[config.mk]
export PLATFORM = sky130hd
export DESIGN_NAME = alu8_flat
export DESIGN_NICKNAME = d
export VERILOG_FILES = /design/src/rtl/alu8_if.sv /design/src/rtl/alu8.sv /design/src/flat_wrapper.sv
export SDC_FILE = /design/constraint.sdc
export NUM_CORES = 1
export LEC_CHECK = 0
export BUFFER_PORTS_ARGS = -buffer_cell sky130_fd_sc_hd__buf_2
export CORE_ASPECT_RATIO = 0.9
export CORE_MARGIN = 2
export CORE_UTILIZATION = 48
export CTS_CLUSTER_SIZE = 16
export DETAILED_ROUTE_END_ITERATION = 12
export PLACE_DENSITY_LB_ADDON = 0.1
export SLEW_MARGIN = 20
export SYNTH_ARGS = -nofsm -noshare
export SYNTH_HDL_FRONTEND = slang
export SYNTH_SLANG_ARGS = --single-unit
[constraint.sdc]
create_clock -name clk -period 1.5 [get_ports clk]
set_clock_uncertainty 0.05 [all_clocks]
set_input_delay 0.075 -clock clk [delete_from_list [all_inputs] [get_ports clk]]
set_output_delay 0.075 -clock clk [all_outputs]
set_load 0.05 [all_outputs]
[src/rtl/alu8_if.sv]
// alu8 datapath bus: capture enable, opcode, operands, registered result and flags.
interface alu8_if;
   logic       en;
   logic [3:0] opcode;
   logic [7:0] a;
   logic [7:0] b;
   logic [7:0] out;
   logic [3:0] flag;

   modport master (output en, opcode, a, b, input out, flag);
   modport slave  (input en, opcode, a, b, output out, flag);
endinterface

[src/rtl/alu8.sv]
// alu8: 8-bit registered ALU, 16 opcodes, flags {C,Z,N,V} captured with the result.
module alu8 (
   input  logic   clk,
   input  logic   rst_n,
   alu8_if.slave  bus
);

   localparam logic [3:0] OP_ADD  = 4'b0000;
   localparam logic [3:0] OP_SUB  = 4'b0001;
   localparam logic [3:0] OP_AND  = 4'b0010;
   localparam logic [3:0] OP_XOR  = 4'b0011;
   localparam logic [3:0] OP_OR   = 4'b0100;
   localparam logic [3:0] OP_NOR  = 4'b0101;
   localparam logic [3:0] OP_NAND = 4'b0110;
   localparam logic [3:0] OP_XNOR = 4'b0111;
   localparam logic [3:0] OP_SHL  = 4'b1000;
   localparam logic [3:0] OP_SHR  = 4'b1001;
   localparam logic [3:0] OP_SAR  = 4'b1010;
   localparam logic [3:0] OP_ROL  = 4'b1011;
   localparam logic [3:0] OP_INC  = 4'b1100;
   localparam logic [3:0] OP_DEC  = 4'b1101;
   localparam logic [3:0] OP_CMP  = 4'b1110;
   localparam logic [3:0] OP_ROR  = 4'b1111;

   logic [7:0] op_a;
   logic [7:0] op_b;
   logic [8:0] add_sum;
   logic [8:0] sub_dif;
   logic [8:0] inc_sum;
   logic [8:0] dec_dif;
   logic [7:0] res;
   logic [7:0] zn_src;
   logic       c_bit;
   logic       v_bit;
   logic [7:0] out_d;
   logic [7:0] out_q;
   logic [3:0] flag_d;
   logic [3:0] flag_q;

   assign op_a = bus.a;
   assign op_b = bus.b;

   // Result and flag computation; 9-bit sums expose carry/borrow in bit 8.
   always_comb begin
      add_sum = {1'b0, op_a} + {1'b0, op_b};
      sub_dif = {1'b0, op_a} - {1'b0, op_b};
      inc_sum = {1'b0, op_a} + 9'd1;
      dec_dif = {1'b0, op_a} - 9'd1;
      res     = '0;
      c_bit   = 1'b0;
      v_bit   = 1'b0;
      case (bus.opcode)
         OP_ADD: begin
            res   = add_sum[7:0];
            c_bit = add_sum[8];
            v_bit = (op_a[7] == op_b[7]) && (add_sum[7] != op_a[7]);
         end
         OP_SUB: begin
            res   = sub_dif[7:0];
            c_bit = sub_dif[8];
            v_bit = (op_a[7] != op_b[7]) && (sub_dif[7] != op_a[7]);
         end
         OP_AND:  res = op_a & op_b;
         OP_XOR:  res = op_a ^ op_b;
         OP_OR:   res = op_a | op_b;
         OP_NOR:  res = ~(op_a | op_b);
         OP_NAND: res = ~(op_a & op_b);
         OP_XNOR: res = ~(op_a ^ op_b);
         OP_SHL: begin
            res   = {op_a[6:0], 1'b0};
            c_bit = op_a[7];
         end
         OP_SHR: begin
            res   = {1'b0, op_a[7:1]};
            c_bit = op_a[0];
         end
         OP_SAR: begin
            res   = {op_a[7], op_a[7:1]};
            c_bit = op_a[0];
         end
         OP_ROL: begin
            res   = {op_a[6:0], op_a[7]};
            c_bit = op_a[7];
         end
         OP_INC: begin
            res   = inc_sum[7:0];
            c_bit = inc_sum[8];
            v_bit = !op_a[7] && inc_sum[7];
         end
         OP_DEC: begin
            res   = dec_dif[7:0];
            c_bit = dec_dif[8];
            v_bit = op_a[7] && !dec_dif[7];
         end
         OP_CMP: begin
            res   = op_a;
            c_bit = sub_dif[8];
            v_bit = (op_a[7] != op_b[7]) && (sub_dif[7] != op_a[7]);
         end
         default: begin
            res   = {op_a[0], op_a[7:1]};
            c_bit = op_a[0];
         end
      endcase
      // CMP passes A through but reports Z/N of A-B.
      zn_src = (bus.opcode == OP_CMP) ? sub_dif[7:0] : res;
      out_d  = out_q;
      flag_d = flag_q;
      if (bus.en) begin
         out_d  = res;
         flag_d = {c_bit, (zn_src == 8'h00), zn_src[7], v_bit};
      end
   end

   // Result/flag registers with asynchronous clear.
   always_ff @(posedge clk or negedge rst_n) begin
      if (!rst_n) begin
         out_q  <= '0;
         flag_q <= '0;
      end else begin
         out_q  <= out_d;
         flag_q <= flag_d;
      end
   end

   assign bus.out  = out_q;
   assign bus.flag = flag_q;

endmodule

[src/flat_wrapper.sv]
// flat-port wrapper written by rule: the top's interface ports become plain ports
module alu8_flat 
  (clk, rst_n, bus_en, bus_opcode, bus_a, bus_b, bus_out, bus_flag);
  alu8_if bus_i ();
  input  logic clk;
  input  logic rst_n;
  input wire logic [$bits(bus_i.en)-1:0] bus_en;
  input wire logic [$bits(bus_i.opcode)-1:0] bus_opcode;
  input wire logic [$bits(bus_i.a)-1:0] bus_a;
  input wire logic [$bits(bus_i.b)-1:0] bus_b;
  output wire logic [$bits(bus_i.out)-1:0] bus_out;
  output wire logic [$bits(bus_i.flag)-1:0] bus_flag;
  assign bus_i.en = bus_en;
  assign bus_i.opcode = bus_opcode;
  assign bus_i.a = bus_a;
  assign bus_i.b = bus_b;
  assign bus_out = bus_i.out;
  assign bus_flag = bus_i.flag;
  alu8 u_core (.clk(clk), .rst_n(rst_n), .bus(bus_i));
endmodule
==> run summary, run 1 <==
Area Overhead vs Synth -> 68.0%
Primary FF master, synth -> dfrtp_1
metal3 WL -> 1000 um
final hold vios -> 0
Via density -> 6.09
DIE AREA -> 6490 um^2
NumNets Final -> 606
clock latency at the later pin of the worst-skew pair -> 0.25 ns
Startpoint Class -> input pin
Post-synth EDFFs -> 0
VDD IR-drop max -> 0.706 mV
Overall Power -> 2.61 mW
via count -> 3,786
Worst EP arrival -> 2.56 ns
drt first pass iters -> 6
synthesized area -> 2820 um^2
Fillers -> 358
slew of the pin with the lowest slew margin -> 0.667 ns
flop2flop setup slack -> 0.58 ns
CP Capture Type -> flop
Hold Path Class -> in2async
CTS Root Cell -> clkbuf_8
total inserted antenna cells -> 0
Post-Synthesis Cells -> 387
final std cells w/o fill -> 622
IO Pins -> 35
Rel. slew slack -> 0.552
largest net degree at the start of global routing -> 19
core footprint -> 5660 um^2
HPWL Detailed -> 9160 um
H-tree depth -> 1
RSZ-0062 raised after global routing -> true
Detailed Route Iter0 Violations -> 402
most common cell after layout, fill and taps aside -> buf_4
CTS buffer count -> 3
Die W -> 84.7 um
total grt overflow -> 0
antenna violations before repair -> 0
die height -> 76.7 um
critical path class -> in2reg
layout cells sized above 1 -> 0.500
placed cell count -> 604
Post-synth ARST share -> 1.00
hold_ws -> 0.201 ns
leakage -> 2.19 nW
CTS tree -> done
routed metal-1 wirelength -> 5170 um
final wirelength -> 12,200 um
setup TNS -> -7.38 ns
uppermost layer routed -> met4
Setup-failing EPs final -> 11
Residual DRC -> 0
Syn Nets -> 440
Util after Layout -> 0.835
YS warnings -> 0
Mean Syn Cell Area -> 7.27 um^2
met2 routed WL -> 5710 um
outcome -> finished with violations
crit path time final -> 2.48 ns
sequential area share after synthesis -> 0.107
CTS Buffer Depth -> 2
Synth Register Bits -> 12
failing checks -> negative setup slack
Antenna Nets Post-Route -> 0
fin crit share -> 1.65
first-pass GRT wire length -> 18,300 um
maximum capacitance violations -> 0
drt wl/cell -> 19.7 um
Reg clk slew, reported paths -> 0.06 ns
FP Rows -> 26
pwr dens -> 552 nW/um^2
I/O Buffers -> 34
max-slew violation count -> 0
clock sink total -> 12
Setup WS post-layout -> -0.975 ns
vias in the first global route -> 3,525
Fmax -> 404 MHz
Overall Global Routing Usage -> 0.355
Initial Utilization -> 0.497
Critical Path RT -> 1.58 ns
Routability Congestion -> 1.01
number of distinct library cells after synthesis -> 70
most frequent cells in the layout -> 146 x buf_4, 33 x nor2_1, 27 x buf_2, 26 x nand2_1, 20 x inv_1
CP Max Fanout -> 3
## flip-flops by register name (all words and copies together) (netlist names)
| register | flops |
|---|---|
| u_core.bus.flag | 4 |
| u_core.bus.out | 8 |
## logic make-up after synthesis
kind of cell,share of synthesized area
simple gates,0.246
compound gates,0.304
buf+inv,0.103
fa+ha+maj,0.139
xor+xnor,0.0591
flops,0.107
mux,0.0418
## per-stage QoR
| stage | cell area (um^2) | setup slack (ns) |
|---|---|---|
| after floorplan | 2960 | -0.883 |
| after global placement | 4130 | -1.02 |
| after detailed placement | 4130 | -1.10 |
| after CTS | 4460 | -0.830 |
| after global routing | 4730 | -1.05 |
| final | 4730 | -0.975 |
## cell type report
type                            count  area [um^2]  area share
Multi-Input combinational cell    313         2640       0.557
Timing Repair Buffer              194         1520       0.321
Sequential cell                    12          300      0.0635
Inverter                           29          131      0.0278
Tap cell                           70         87.6      0.0185
Clock buffer                        4         55.1      0.0116
## where the power goes
group / switching, mW / leakage (nW) / internal (mW)
Sequential: 0.0273 / 0.142 / 0.376
Clock: 0.136 / 0.0288 / 0.233
Combinational: 0.995 / 2.02 / 0.843
Total: 1.16 / 2.19 / 1.45
## critical path, cell delays in order
cell and delay, ns:
buf_8 0.10, or2_4 0.26, nor4_4 0.16, and3_1 0.21
ha_1 0.23, a32oi_1 0.23, o21ai_1 0.09, a221o_1 0.37
buf_4 0.16, a2111oi_4 0.27, a211oi_2 0.09, mux2_4 0.29
## synth_stat cells, types with 3 or more instances
cell type | count | area share
or2_2 | 3 | 0.0067
nor2_1 | 35 | 0.047
nand2b_1 | 8 | 0.018
a21oi_1 | 25 | 0.044
clkbuf_1 | 14 | 0.019
mux2_2 | 6 | 0.024
buf_6 | 4 | 0.016
a21o_1 | 5 | 0.013
o211ai_1 | 5 | 0.013
o22ai_1 | 7 | 0.016
a221o_1 | 7 | 0.025
buf_4 | 4 | 0.011
dfrtp_1 | 12 | 0.11
a31oi_1 | 12 | 0.027
o31ai_1 | 4 | 0.011
mux2i_1 | 5 | 0.018
and4b_1 | 3 | 0.011
ha_1 | 28 | 0.12
xnor2_1 | 13 | 0.040
a32oi_1 | 4 | 0.012
nor4_1 | 6 | 0.013
a221oi_1 | 3 | 0.0093
o21ai_0 | 16 | 0.028
and2_1 | 3 | 0.0067
a22oi_1 | 4 | 0.011
xor2_1 | 6 | 0.019
nor3_1 | 9 | 0.016
nand2_1 | 26 | 0.035
inv_1 | 27 | 0.036
buf_2 | 10 | 0.018
nand3_1 | 11 | 0.020
nor2b_1 | 6 | 0.013
o221ai_1 | 3 | 0.0093
nor3b_1 | 3 | 0.0080
and3_1 | 5 | 0.011
## worst paths after layout
path                               startpoint                  to  cells after the start
hold reg to reg             u_core.bus.out[6]   u_core.bus.out[6]                      1
min in group clk                       bus_en   u_core.bus.out[2]                      3
hold / removal                          rst_n  u_core.bus.flag[3]                      2
setup / recovery                     bus_a[1]   u_core.bus.out[7]                     12
max in group asynchronous               rst_n   u_core.bus.out[6]                      2
setup reg to reg           u_core.bus.flag[2]  u_core.bus.flag[2]                      3
## per-layer routing
metal	up-vias	track usage
met5	-	0
met4	0	0.0857
met3	36	0.0624
met2	227	0.570
met1	1765	0.494
li1	1758	-
## what timing repair did
action | in CTS | in global routing
gates resized for setup | 51 | 45
cloned | 0 | 0
hold buffers | 1 | 0
pin swaps | 16 | 30
endpoints found under the hold margin | 12 | 0
setup endpoints to repair | 12 | 12
buffers inserted | 4 | 11
No activity file was read; power rests on OpenSTA's default activity.
==> inputs of run 2 (changes only) <==
--- a/config.mk
+++ b/config.mk
@@ -12,6 +12,7 @@
 export CTS_CLUSTER_SIZE = 16
 export DETAILED_ROUTE_END_ITERATION = 12
 export PLACE_DENSITY_LB_ADDON = 0.1
+export SETUP_SLACK_MARGIN = 0.1
 export SLEW_MARGIN = 20
 export SYNTH_ARGS = -nofsm -noshare
 export SYNTH_HDL_FRONTEND = slang
==> run summary, run 2 (synthesis results as in run 1) <==
outcome -> finished with violations
failing checks -> negative setup slack
CP Max Fanout -> 3
DIE AREA -> 6490 um^2
FP Rows -> 26
maximum capacitance violations -> 0
Worst EP arrival -> 2.57 ns
Worst path slowest cell -> a221o_1
HPWL Detailed -> 9160 um
first-pass GRT wire length -> 18,300 um
RSZ-0062 raised after global routing -> true
Antenna Nets Post-Route -> 0
Largest register FFs -> 8
Critical Path RT -> 1.58 ns
Rel. slew slack -> 0.566
vias in the first global route -> 3,511
Residual DRC -> 0
clock latency at the later pin of the worst-skew pair -> 0.25 ns
Initial Utilization -> 0.497
Overall Power -> 2.61 mW
pwr dens -> 552 nW/um^2
Setup WS post-layout -> -0.987 ns
Setup-failing EPs final -> 11
Crit Reg-Reg Startpoint -> u_core.bus.flag[2]
drt first pass iters -> 5
via count -> 3,835
H-tree depth -> 1
drt wl/cell -> 19.6 um
final hold vios -> 0
core footprint -> 5660 um^2
antenna violations before repair -> 0
Setup WS pre-CTS -> -1.10 ns
I/O Buffers -> 34
layout cells sized above 1 -> 0.500
Detailed Route Iter0 Violations -> 430
setup TNS -> -7.35 ns
CTS Root Cell -> clkbuf_8
critical path class -> in2reg
leakage -> 2.19 nW
Routability Congestion -> 1.01
IO Pins -> 35
CP startpoint -> bus_a[1]
slew of the pin with the lowest slew margin -> 0.646 ns
Max stage delay on crit path -> 0.37 ns
Die W -> 84.7 um
CTS Buffer Depth -> 2
Reg clk slew, reported paths -> 0.06 ns
Crit path buffers/inverters -> 2
delay-heaviest family, CP -> compound AO/OA/AOI/OAI gates
Hold Path Class -> in2async
Util after Layout -> 0.835
clock sink total -> 12
CP cell instances -> buf_8 -> or2_4 -> nor4_4 -> and3_1 -> ha_1 -> a32oi_1 -> o21ai_1 -> a221o_1 -> buf_4 -> a2111oi_4 -> a211oi_2 -> mux2_4
Fmax -> 402 MHz
max-slew violation count -> 0
most frequent cells in the layout -> 146 x buf_4, 33 x nor2_1, 27 x buf_2, 26 x nand2_1, 20 x inv_1
final wirelength -> 12,200 um
CP Capture Type -> flop
CTS tree -> done
die height -> 76.7 um
most common cell after layout, fill and taps aside -> buf_4
total grt overflow -> 0
CTS buffer count -> 3
crit path time final -> 2.49 ns
NumNets Final -> 606
fin crit share -> 1.66
Overall Global Routing Usage -> 0.355
VDD IR-drop max -> 0.706 mV
Area Overhead vs Synth -> 68.0%
total inserted antenna cells -> 0
Startpoint Class -> input pin
Via density -> 6.17
largest net degree at the start of global routing -> 19
run 2: report_power, final:
| part | leakage (nW) | internal (mW) | switching (mW) |
|---|---|---|---|
| sequential | 0.142 | 0.376 | 0.0272 |
| combinational | 2.02 | 0.842 | 0.995 |
| clock | 0.0288 | 0.233 | 0.138 |
| total | 2.19 | 1.45 | 1.16 |
run 2: metal layers:
layer,routed length [um],up-vias,part of all wire,global-route usage
met5,0,-,0,0
met4,408,0,0.033,0.0905
met3,973,47,0.080,0.0592
met2,5670,215,0.46,0.565
met1,5160,1817,0.42,0.500
li1,-,1756,-,-
run 2: cell type report:
type | count | area [um^2]
Timing Repair Buffer | 194 | 1520
Fill cell | 354 | 932
Clock buffer | 4 | 55.1
Inverter | 29 | 131
Sequential cell | 12 | 300
Tap cell | 70 | 87.6
Multi-Input combinational cell | 313 | 2640
run 2: per-stage QoR:
stage	hold WS [ns]	std cells	area (um^2)
6_report	0.201	622	4730
5_1_grt	0.245	622	4730
4_1_cts	0.204	613	4470
3_5_place_dp	-0.0715	604	4130
3_3_place_gp	-0.0891	604	4130
2_1_floorplan	-0.271	387	2960
run 2: path summary, 6_finish.rpt:
check / end / slack [ns] / cells after the start
worst max-delay path: u_core.bus.out[7] / -0.99 / 12
worst min-delay path: u_core.bus.flag[3] / 0.20 / 2
worst max register to register: u_core.bus.flag[2] / 0.58 / 3
worst min register to register: u_core.bus.out[6] / 0.46 / 1
max in group asynchronous: u_core.bus.out[6] / 0.96 / 2
min in group clk: u_core.bus.out[2] / 0.29 / 3
run 2: what timing repair did:
item / in CTS / in global routing
hold buffers: 1 / 0
pin swaps: 16 / 30
resized for setup: 52 / 44
buffers inserted: 4 / 11
hold endpoints to repair: 12 / 0
gates cloned: 0 / 0
endpoints found under the setup margin: 12 / 12
